[config.mk]
export PLATFORM = sky130hd
export DESIGN_NAME = apple1_char_write_ctrl
export DESIGN_NICKNAME = d
export VERILOG_FILES = /design/src/rtl/apple1_term_pkg.sv /design/src/rtl/cursor_pos_counter.sv /design/src/rtl/apple1_char_write_ctrl.sv
export SDC_FILE = /design/constraint.sdc
export NUM_CORES = 1
export LEC_CHECK = 0
export CAP_MARGIN = 20
export CORE_MARGIN = 10
export CORE_UTILIZATION = 30
export CTS_BUF_LIST = sky130_fd_sc_hd__clkbuf_2 sky130_fd_sc_hd__clkbuf_4 sky130_fd_sc_hd__clkbuf_8
export DETAILED_ROUTE_END_ITERATION = 10
export PLACE_DENSITY = 0.58
export SETUP_SLACK_MARGIN = 0.2
export SYNTH_ARGS = -nofsm -noshare
export SYNTH_HDL_FRONTEND = slang
export SYNTH_SLANG_ARGS = --single-unit
[constraint.sdc]
create_clock -name cp -period 3.1 [get_ports cp]
set_clock_uncertainty 0.15 [all_clocks]
set_input_delay 0.62 -clock cp [delete_from_list [all_inputs] [get_ports cp]]
set_output_delay 0.62 -clock cp [all_outputs]
set_load 0.05 [all_outputs]
[src/rtl/apple1_term_pkg.sv]
// Shared types and constants for the Apple-1 video terminal write path.
package apple1_term_pkg;

  localparam int DEFAULT_COLS = 40;
  localparam int DEFAULT_ROWS = 24;

  localparam logic [6:0] ASCII_CR  = 7'h0D;
  localparam logic [6:0] ASCII_DEL = 7'h7F;

  typedef enum logic [2:0] {
    ST_IDLE,
    ST_DECODE,
    ST_WAIT_SLOT,
    ST_WRITE,
    ST_NEWLINE,
    ST_WAIT_VBL,
    ST_RELEASE,
    ST_CLEAR
  } wr_state_t;

  // Codes 00..1F are control characters and DEL has no glyph.
  function automatic logic is_printable(input logic [6:0] c);
    return (c[6:5] != 2'b00) && (c != ASCII_DEL);
  endfunction

endpackage

[src/rtl/cursor_pos_counter.sv]
// Cursor column/row registers for the character write sequencer.
module cursor_pos_counter
  import apple1_term_pkg::*;
#(
  parameter int COLS = DEFAULT_COLS,
  parameter int ROWS = DEFAULT_ROWS
) (
  input  logic       cp,
  input  logic       mr,
  input  logic       adv,
  input  logic       newline,
  input  logic       clear,
  output logic [5:0] col,
  output logic [4:0] row,
  output logic       last_col,
  output logic       last_row
);

  localparam logic [5:0] LAST_COL = 6'(COLS - 1);
  localparam logic [4:0] LAST_ROW = 5'(ROWS - 1);

  assign last_col = (col == LAST_COL);
  assign last_row = (row == LAST_ROW);

  // On the bottom line a newline only returns the column; the scroll keeps the row.
  always_ff @(posedge cp) begin
    if (mr) begin
      col <= '0;
      row <= '0;
    end else if (clear) begin
      col <= '0;
      row <= '0;
    end else if (newline) begin
      col <= '0;
      if (!last_row) row <= row + 5'd1;
    end else if (adv) begin
      col <= col + 6'd1;
    end
  end

endmodule

[src/rtl/apple1_char_write_ctrl.sv]
// Apple-1 character write sequencer: PIA handshake, cursor tracking, scroll/clear requests.
// Optional build macro APPLE1_LOWERCASE_FOLD_EN folds 7'h60..7'h7E onto uppercase glyphs.
module apple1_char_write_ctrl
  import apple1_term_pkg::*;
#(
  parameter int COLS = DEFAULT_COLS,
  parameter int ROWS = DEFAULT_ROWS
) (
  input  logic       cp,
  input  logic       mr,
  input  logic       da,
  input  logic [6:0] d,
  output logic       rda,
  input  logic       slot,
  input  logic       vbl,
  input  logic       clr,
  output logic       wr_en,
  output logic [5:0] wr_data,
  output logic       scroll_req,
  output logic       clr_req,
  output logic [5:0] cur_col,
  output logic [4:0] cur_row
);

  wr_state_t  state, next_state;
  logic [6:0] c_q;
  logic [5:0] disp_code;
  logic       adv, newline, clear, last_col, last_row;

  cursor_pos_counter #(.COLS(COLS), .ROWS(ROWS)) u_cursor (
    .cp       (cp),
    .mr       (mr),
    .adv      (adv),
    .newline  (newline),
    .clear    (clear),
    .col      (cur_col),
    .row      (cur_row),
    .last_col (last_col),
    .last_row (last_row)
  );

  always_comb begin
    disp_code = c_q[5:0];
`ifdef APPLE1_LOWERCASE_FOLD_EN
    if (c_q >= 7'h60 && c_q <= 7'h7E) disp_code = c_q[5:0] & 6'h1F;
`endif
  end

  always_comb begin
    next_state = state;
    adv        = 1'b0;
    newline    = 1'b0;
    clear      = 1'b0;
    case (state)
      ST_IDLE:      if (da) next_state = ST_DECODE;
      ST_DECODE: begin
        if (is_printable(c_q))  next_state = ST_WAIT_SLOT;
        else if (c_q == ASCII_CR) next_state = ST_NEWLINE;
        else                      next_state = ST_RELEASE;
      end
      ST_WAIT_SLOT: if (slot) next_state = ST_WRITE;
      ST_WRITE: begin
        if (last_col) next_state = ST_NEWLINE;
        else begin
          adv        = 1'b1;
          next_state = ST_RELEASE;
        end
      end
      ST_NEWLINE: begin
        newline    = 1'b1;
        next_state = last_row ? ST_WAIT_VBL : ST_RELEASE;
      end
      ST_WAIT_VBL:  if (vbl) next_state = ST_RELEASE;
      ST_RELEASE:   if (!da) next_state = ST_IDLE;
      ST_CLEAR: begin
        if (vbl) begin
          clear      = 1'b1;
          next_state = ST_RELEASE;
        end
      end
      default:      next_state = ST_IDLE;
    endcase
    // A clear request abandons whatever is in flight; repeats while clearing are absorbed.
    if (clr && state != ST_CLEAR) begin
      next_state = ST_CLEAR;
      adv        = 1'b0;
      newline    = 1'b0;
      clear      = 1'b0;
    end
  end

  // Outputs are registered from the next state so they line up with the state they describe.
  always_ff @(posedge cp) begin
    if (mr) begin
      state      <= ST_IDLE;
      c_q        <= '0;
      rda        <= 1'b1;
      wr_en      <= 1'b0;
      wr_data    <= '0;
      scroll_req <= 1'b0;
      clr_req    <= 1'b0;
    end else begin
      state      <= next_state;
      rda        <= (next_state == ST_IDLE);
      wr_en      <= (next_state == ST_WRITE);
      scroll_req <= (state == ST_WAIT_VBL) && (next_state == ST_RELEASE);
      clr_req    <= (state == ST_CLEAR) && (next_state == ST_RELEASE);
      if (next_state == ST_WRITE) wr_data <= disp_code;
      if (state == ST_IDLE && da) c_q <= d;
    end
  end

endmodule

Word level (Yosys, flattened, before mapping). Cells that the tools add are included.

Bitwise operators: 1. Mux-type cells: 18. Equality and inequality tests: 14. Add/subtract/negate cells: 2. Reduce and logical (&&, ||, !) cells: 12.

Operators by type and width (number): 3-bit one-hot mux with 7 select lines (1); 3-bit two-way mux (6); 3-bit == test (second input constant) (5); 3-bit by 2-bit == test with 1-bit output (second input constant) (3); 1-bit two-way mux (8); 7-bit by 4-bit == test with 1-bit output (second input constant) (1); 7-bit != test (second input constant) (1); 6-bit by 1-bit adder with 6-bit output (second input constant) (1); 6-bit == test (second input constant) (1); 3-bit logical NOT (2); 2-bit two-way mux (3); 5-bit by 1-bit adder with 5-bit output (second input constant) (1); 5-bit == test (second input constant) (1); 1-bit logical AND (5); 2-bit OR reduction (2); 3-bit by 1-bit == test with 1-bit output (second input constant) (1); 3-bit != test (second input constant) (1); 3-bit OR reduction (1); 2-bit AND reduction (1); 2-bit nonzero test (1); 1-bit NOT (1).

Bits of input ports: 13. Word-level logic and storage cells: 56. Flip-flop bits (word level): 31. Output and inout bits: 21.

Depth between registers and ports, before layout. Gate-level depths: netlist of the first run.

Depth in word-level cells: 7. Depth in mapped cells: 7. Depth with buffers taken out: 6.

Modules after synthesis. Synthesis of the first run repeated with hierarchy kept, for this count alone.

Cell total of the unflattened synthesis: 157. Area total of the unflattened synthesis: 1427.6 um^2.

By module, submodules not included: apple1_char_write_ctrl (seq. area each 400.4 um^2, instances 1, cells an instance 102, area each 932.1 um^2); cursor_pos_counter (seq. area each 220.2 um^2, instances 1, cells an instance 55, area each 495.5 um^2).

Worst setup path after synthesis of the first run. No wires, ideal clock.

Kind: register to register. Start: register u_cursor.row[0]. End: register wr_data[0]. Data arrival time: 2117 ps. Required time: 2817 ps. Setup slack: 700 ps. Cell stages (with the launch flop): 7. Clock period less this slack: 2400 ps. Library setup time: 133 ps. Path buffers: 0. Path through: dfxtp_1 > ha_1 > nand4b_1 > or4b_4 > o2111a_1 > o21ai_1 > o311ai_2.

Longest elaborated chain between the ends: 5.

RTL lines: from (decl) (line cursor_pos_counter.sv:14) `output logic [4:0] row,`; from (signal assigned) (line cursor_pos_counter.sv:35) `if (!last_row) row <= row + 5'd1;`; 5-bit == test (line cursor_pos_counter.sv:23) `assign last_row = (row == LAST_ROW);`; 2-bit two-way mux (line apple1_char_write_ctrl.sv:71) `next_state = last_row ? ST_WAIT_VBL : ST_RELEASE;`; 3-bit one-hot mux with 7 select lines (line apple1_char_write_ctrl.sv:54) `case (state)`; 3-bit two-way mux (line apple1_char_write_ctrl.sv:84) `if (clr && state != ST_CLEAR) begin`; 3-bit by 2-bit == test with 1-bit output (line apple1_char_write_ctrl.sv:108) `if (next_state == ST_WRITE) wr_data <= disp_code;`; to (signal assigned) (line apple1_char_write_ctrl.sv:108); to (decl) (line apple1_char_write_ctrl.sv:18) `output logic [5:0] wr_data,`.

No other way between the ends. A chain may end at the register's enable or synchronous reset.

Worst setup path in the final report of the first run.
Start: input port da. End: register wr_data[2].

Longest elaborated chain between the ends: 4. Elaborated cells between the ends (all ways): 5. Those cells by class: eq/ne: 1; mux: 4.

RTL lines: from (decl) (line apple1_char_write_ctrl.sv:11) `input logic da,`; 3-bit two-way mux (on tied branches) (line apple1_char_write_ctrl.sv:74, apple1_char_write_ctrl.sv:55); 3-bit one-hot mux with 7 select lines * (line apple1_char_write_ctrl.sv:54); 3-bit two-way mux * (line apple1_char_write_ctrl.sv:84); 3-bit by 2-bit == test with 1-bit output * (line apple1_char_write_ctrl.sv:108).

Mark *: on every way between the ends. The rest lies on a longest branch, timed or not.

==> impl_metrics.py, run 1 <==
metrics = {
    "run_status": {
        "status": "completed",
    },
    "place": {
        "dp_cells": 264,
        "portBuffers": 33,
        "place_hpwl_um": 2670,
        "gp_congestion": 0.758,
    },
    "critical_path": {
        "path_delay_family": "simple AND/OR/NAND/NOR gates",
        "path_cells": "clkdlybuf4s50_1, or4bb_1, o31ai_1, o32a_2, and2_1, o311ai_2",
        "worst-path-buf-inv": 1,
        "worstPathRequired_ps": 3110,
        "worst_path_largest_cell_delay_ps": 500,
        "end_kind": "flip-flop",
        "path_class": "in -> reg",
        "regToRegSetupSlack_ps": 690,
        "crit_path_start_kind": "primary input",
        "cp_max_fo": 9,
        "cpMaxStageDelayCell": "or4bb_1",
        "worstPathArrival_ps": 2500,
    },
    "finish": {
        "instances_no_fill": 272,
        "layout.nets": 216,
        "final_core_util_pct": 41.0,
        "n_fill_cell": 515,
        "drive_gt1_share_pct": 15.3,
        "antenna_cells": 0,
        "multi_input_area_um2": 946,
        "seq_area_um2": 621,
        "area_growth_pct": 30.8,
    },
    "flow_run": {
        "cap_violations": 0,
    },
    "clock_tree": {
        "cts_sinks": 31,
        "root_buffer": "clkbuf_8",
        "clkTransAtPathRegs_ps": 70,
        "insertion_delay_ps": 280,
        "htreeDepth": 2,
        "post_cts_resized": 0,
        "cts_max_path_buffers": 2,
        "cts_setup_buffers": 0,
        "hold_buffers": 0,
        "numCtsBuffers": 5,
        "cts_tree": "yes",
    },
    "die": {
        "die-height_um": 93.5,
        "start_util_pct": 31.3,
        "core_um2": 5170,
        "std_cell_rows": 26,
        "die_width_um": 93.5,
        "dieArea_um2": 8740,
        "ios": 34,
    },
    "synth": {
        "ys_ff_latch": 31,
        "synth_cells": 166,
        "synth_edf_count": 0,
        "avgSynthCellArea_um2": 9.75,
        "async_reset_ff_share_pct": 0,
        "synth.distinct_cells": 49,
        "syn_nets": 181,
        "synth_most_common_cell": "dfxtp_1",
        "ys.flop_type": "dfxtp_1",
        "synth_top_area_share_pct": 38.3,
        "ys_seq_area_share_pct": 38.3,
        "yosysWarnings": 0,
        "synth_top_area_cell": "dfxtp_1",
        "synth_area_um2": 1620,
        "netlist_top_cells_area": "dfxtp_1 38%, o311ai_2 6.0%, mux2i_1 5.6%",
        "synthTopCellsByCount": "31 x dfxtp_1, 20 x nor2_1, 11 x nand3_1, 9 x mux2i_1",
    },
    "timing": {
        "hold_ws_ps": 345,
        "setup_viol": 0,
        "hold_viol": 0,
        "slew_violations": 0,
        "maxSlewHeadroom_pct": 55.4,
        "post-route-min-period_ps": 2490,
        "rsz0062_at_grt": "no",
        "fin_tns_setup_ps": 0,
        "worst_pin_slew_ps": 668,
        "fin_crit_sh_pct": 80.5,
        "fmax_ghz": 0.401,
    },
    "route": {
        "vias": 1299,
        "antenna_left": 0,
        "first_pass_iters": 4,
        "first_iter_violations": 72,
        "wirelength_um": 3680,
        "avgRoutedWirePerCell_um": 13.5,
        "drc_errors": 0,
        "viasPerCell": 4.78,
    },
    "power": {
        "leakage_uw": 0.000716,
        "max-vdd-ir-drop_uv": 161,
        "power_density_nw_per_um2": 447,
    },
    "global_route": {
        "grt_pass1_vias": 1291,
        "grt_use_met2_pct": 13.6,
        "grt-ovfl-total": 0,
        "busiest_layer": "met2",
        "use_met3_pct": 3.04,
        "grtUsageTotal_pct": 8.72,
        "antenna_found_initial": 0,
        "use_met1_pct": 10.5,
        "grt_first_pass_wirelength_um": 6270,
        "grt_max_degree": 24,
    },
    "hold_path": {
        "hold_path_class": "reg -> reg",
    },
}
==> layer usage <==
layer / vias up / part of all wire [%]
met3: 5 / 6.2
li1: 680 / -
met1: 588 / 46
met2: 26 / 46
met4: 0 / 2.0
met5: - / 0
==> cell type report <==
type | count | share of cell area [%]
multi-input combinational | 125 | 44.7
tap | 70 | 4.13
timing repair buffer | 36 | 16.7
inverter | 2 | 0.354
clock buffer | 8 | 4.90
sequential | 31 | 29.3
==> cell usage in the layout (no fill, tap or decap), drive strengths merged, types with 2 or more instances in the layout <==
| cell type | n |
|---|---|
| nor3 | 4 |
| o21ai | 7 |
| dfxtp | 31 |
| o311ai | 6 |
| inv | 2 |
| clkdlybuf4s50 | 33 |
| nor2 | 20 |
| mux2i | 9 |
| nor2b | 7 |
| or3 | 4 |
| nand2b | 7 |
| ha | 2 |
| and2 | 3 |
| buf | 3 |
| nand4 | 3 |
| nand2 | 8 |
| xor2 | 6 |
| a21oi | 5 |
| nor4b | 2 |
| nand3 | 12 |
| clkbuf | 8 |
==> state kept, by name (all words and copies together), names as in the netlist, 3 cells and up <==
signal / flops
state: 3
u_cursor.col: 6
c_q: 7
u_cursor.row: 5
wr_data: 6
==> logic make-up after synthesis <==
logic type | Yosys count | synth area share, %
adders and majority gates | 2 | 1.55
muxes | 9 | 5.56
and+or+nand+nor | 78 | 30.0
DFF | 31 | 38.3
buffers and inverters | 10 | 3.63
AOI/OAI and AO/OA | 29 | 17.2
xor gates and xnor gates | 7 | 3.79
==> worst min-delay path: stages (launching register included) <==
cell     delay, ps
dfxtp_1        340
nand2_1         60
a21oi_1         50
==> worst paths after layout <==
check	startpoint	end	cells after the start
worst max-delay path	da	wr_data[2]$_SDFFE_PP0N_	6
worst min register to register	u_cursor.row[1]$_SDFFE_PP0P_	u_cursor.row[1]$_SDFFE_PP0P_	2
worst min-delay path	u_cursor.row[1]$_SDFFE_PP0P_	u_cursor.row[1]$_SDFFE_PP0P_	2
worst max register to register	state[1]$_SDFF_PP0_	wr_data[2]$_SDFFE_PP0N_	5
==> report_power, final <==
group / leakage (uW) / internal (uW) / total, uW / switching (uW)
logic: 0.000409 / 65.3 / 151 / 85.5
clock network: 0.0000549 / 211 / 364 / 153
registers: 0.000252 / 412 / 432 / 20.7
==> metrics by stage <==
| stage | worst slack [ps] | total power [uW] | instance area, um^2 |
|---|---|---|---|
| 3_3_place_gp | 330 | 593 | 2010 |
| 4_1_cts | 617 | 964 | 2120 |
| 3_5_place_dp | 313 | 593 | 2010 |
| 2_1_floorplan | 700 | 549 | 1620 |
| 6_report | 605 | 947 | 2120 |
| 5_1_grt | 491 | 989 | 2120 |
Power figures use the tool's default switching activity.
==> inputs of run 2 (changes only) <==
Clock period 3.1 ns to 2.6 ns, I/O delays scaled along.
==> impl_metrics.py, run 2 (synthesized netlist as in run 1, its figures left out) <==
metrics = {
    "critical_path": {
        "path_cells": "ha_1, nand4b_1, or4b_4, o2111a_1, o21ai_1, o311ai_2",
        "worst-path-buf-inv": 0,
        "cp_max_fo": 8,
        "cpMaxStageDelayCell": "or4b_4",
        "crit_path_start_kind": "flip-flop",
        "worst_path_largest_cell_delay_ps": 560,
        "path_class": "reg -> reg",
        "worstPathRequired_ps": 2600,
        "end_kind": "flip-flop",
        "worstPathArrival_ps": 2230,
        "path_delay_family": "simple AND/OR/NAND/NOR gates",
    },
    "clock_tree": {
        "numCtsBuffers": 5,
        "cts_sinks": 31,
        "cts_tree": "yes",
        "post_cts_resized": 0,
        "cts_max_path_buffers": 2,
        "cts_setup_buffers": 0,
        "clkTransAtPathRegs_ps": 60,
        "root_buffer": "clkbuf_8",
        "insertion_delay_ps": 280,
        "htreeDepth": 2,
        "hold_buffers": 0,
    },
    "finish": {
        "layout_commonest_cell": "clkdlybuf4s50_1",
        "n_fill_cell": 533,
        "largest_registers": "c_q (7), u_cursor.col (6), wr_data (6)",
        "drive_gt1_share_pct": 18.3,
        "area_growth_pct": 33.5,
        "design_area_um2": 2160,
        "largest_reg_flops": 7,
        "antenna_cells": 0,
        "layout.nets": 222,
        "instances_no_fill": 278,
        "final_cell_mix": "33 x clkdlybuf4s50_1, 30 x dfxtp_1, 20 x nor2_1, 11 x nand3_1, 9 x mux2i_1",
        "largest-register": "c_q",
    },
    "place": {
        "gp_congestion": 0.758,
        "place_area_um2": 2070,
        "dp_cells": 270,
        "portBuffers": 33,
        "place_hpwl_um": 2810,
    },
    "power": {
        "power.total_uw": 1090,
        "leakage_uw": 0.000744,
        "power_density_nw_per_um2": 505,
        "max-vdd-ir-drop_uv": 201,
    },
    "timing": {
        "slew_violations": 0,
        "hold_ws_ps": 346,
        "fmax_ghz": 0.449,
        "hold_viol": 0,
        "rsz0062_at_grt": "no",
        "maxSlewHeadroom_pct": 54.9,
        "fin_tns_setup_ps": 0,
        "worst_pin_slew_ps": 675,
        "setup_viol": 0,
        "fin_crit_sh_pct": 85.7,
        "post-route-min-period_ps": 2230,
    },
    "global_route": {
        "grt_max_degree": 18,
        "grt_pass1_vias": 1341,
        "grt_first_pass_wirelength_um": 6530,
        "antenna_found_initial": 0,
        "grt-ovfl-total": 0,
        "grt_use_met2_pct": 12.9,
        "use_met3_pct": 3.52,
        "grtUsageTotal_pct": 9.07,
        "use_met1_pct": 12.0,
        "busiest_layer": "met2",
    },
    "route": {
        "drc_errors": 0,
        "first_iter_violations": 73,
        "viasPerCell": 4.79,
        "antenna_left": 0,
        "vias": 1332,
        "avgRoutedWirePerCell_um": 13.5,
        "first_pass_iters": 4,
        "wirelength_um": 3760,
    },
    "die": {
        "dieArea_um2": 8740,
        "die-height_um": 93.5,
        "std_cell_rows": 26,
        "start_util_pct": 31.3,
        "die_width_um": 93.5,
        "core_um2": 5170,
        "ios": 34,
    },
    "flow_run": {
        "cap_violations": 0,
    },
    "hold_path": {
        "hold_path_class": "reg -> reg",
    },
    "run_status": {
        "status": "completed",
    },
}
run 2: routing by layer:
layer / vias up / wire length (um)
met5: - / 0
met4: 0 / 55
met3: 4 / 295
met2: 28 / 1530
met1: 613 / 1880
li1: 687 / -
run 2: tightest hold or removal path, delay by kind of cell, from the launching register on:
| kind | cells | cell delay (ps) |
|---|---|---|
| AOI/OAI and AO/OA | 1 | 50 |
| DFF | 1 | 330 |
| and+or+nand+nor | 1 | 60 |
run 2: worst paths after layout:
| kind | start | to | slack, ps | cells past startpoint |
|---|---|---|---|---|
| hold reg to reg | u_cursor.row[1]$_SDFFE_PP0P_ | u_cursor.row[1]$_SDFFE_PP0P_ | 350 | 2 |
| setup reg to reg | u_cursor.row[1]$_SDFFE_PP0P_ | wr_data[1]$_SDFFE_PP0N_ | 370 | 6 |
| setup / recovery | u_cursor.row[1]$_SDFFE_PP0P_ | wr_data[1]$_SDFFE_PP0N_ | 370 | 6 |
| hold / removal | u_cursor.row[1]$_SDFFE_PP0P_ | u_cursor.row[1]$_SDFFE_PP0P_ | 350 | 2 |
run 2: power breakdown:
group,switching [uW],internal (uW)
Clock,169,208
Combinational,104,91.8
Sequential,27.5,491
run 2: stage by stage:
stage,util (%),worst slack [ps]
6_report,41.8,372
5_1_grt,41.8,206
4_1_cts,41.8,374
3_5_place_dp,40.1,115
3_3_place_gp,40.1,165
2_1_floorplan,-,209
run 2: area by class of cell:
class                      count  area [um^2]  share of cell area (%)
clock buffer                   7         83.8                    3.88
clock inverter                 1         5.00                   0.231
inverter                       2         7.51                   0.347
multi-input combinational    125          946                    43.8
sequential                    31          622                    28.8
tap                           70         87.6                    4.05
timing repair buffer          42          410                    19.0
==> inputs of run 3 (changes only) <==
Settings changed: CAP_MARGIN 20 to unset, GPL_ROUTABILITY_DRIVEN set to 1.
==> results of run 3 <==
Final layout, timing and power as in run 2 (identical DEF).
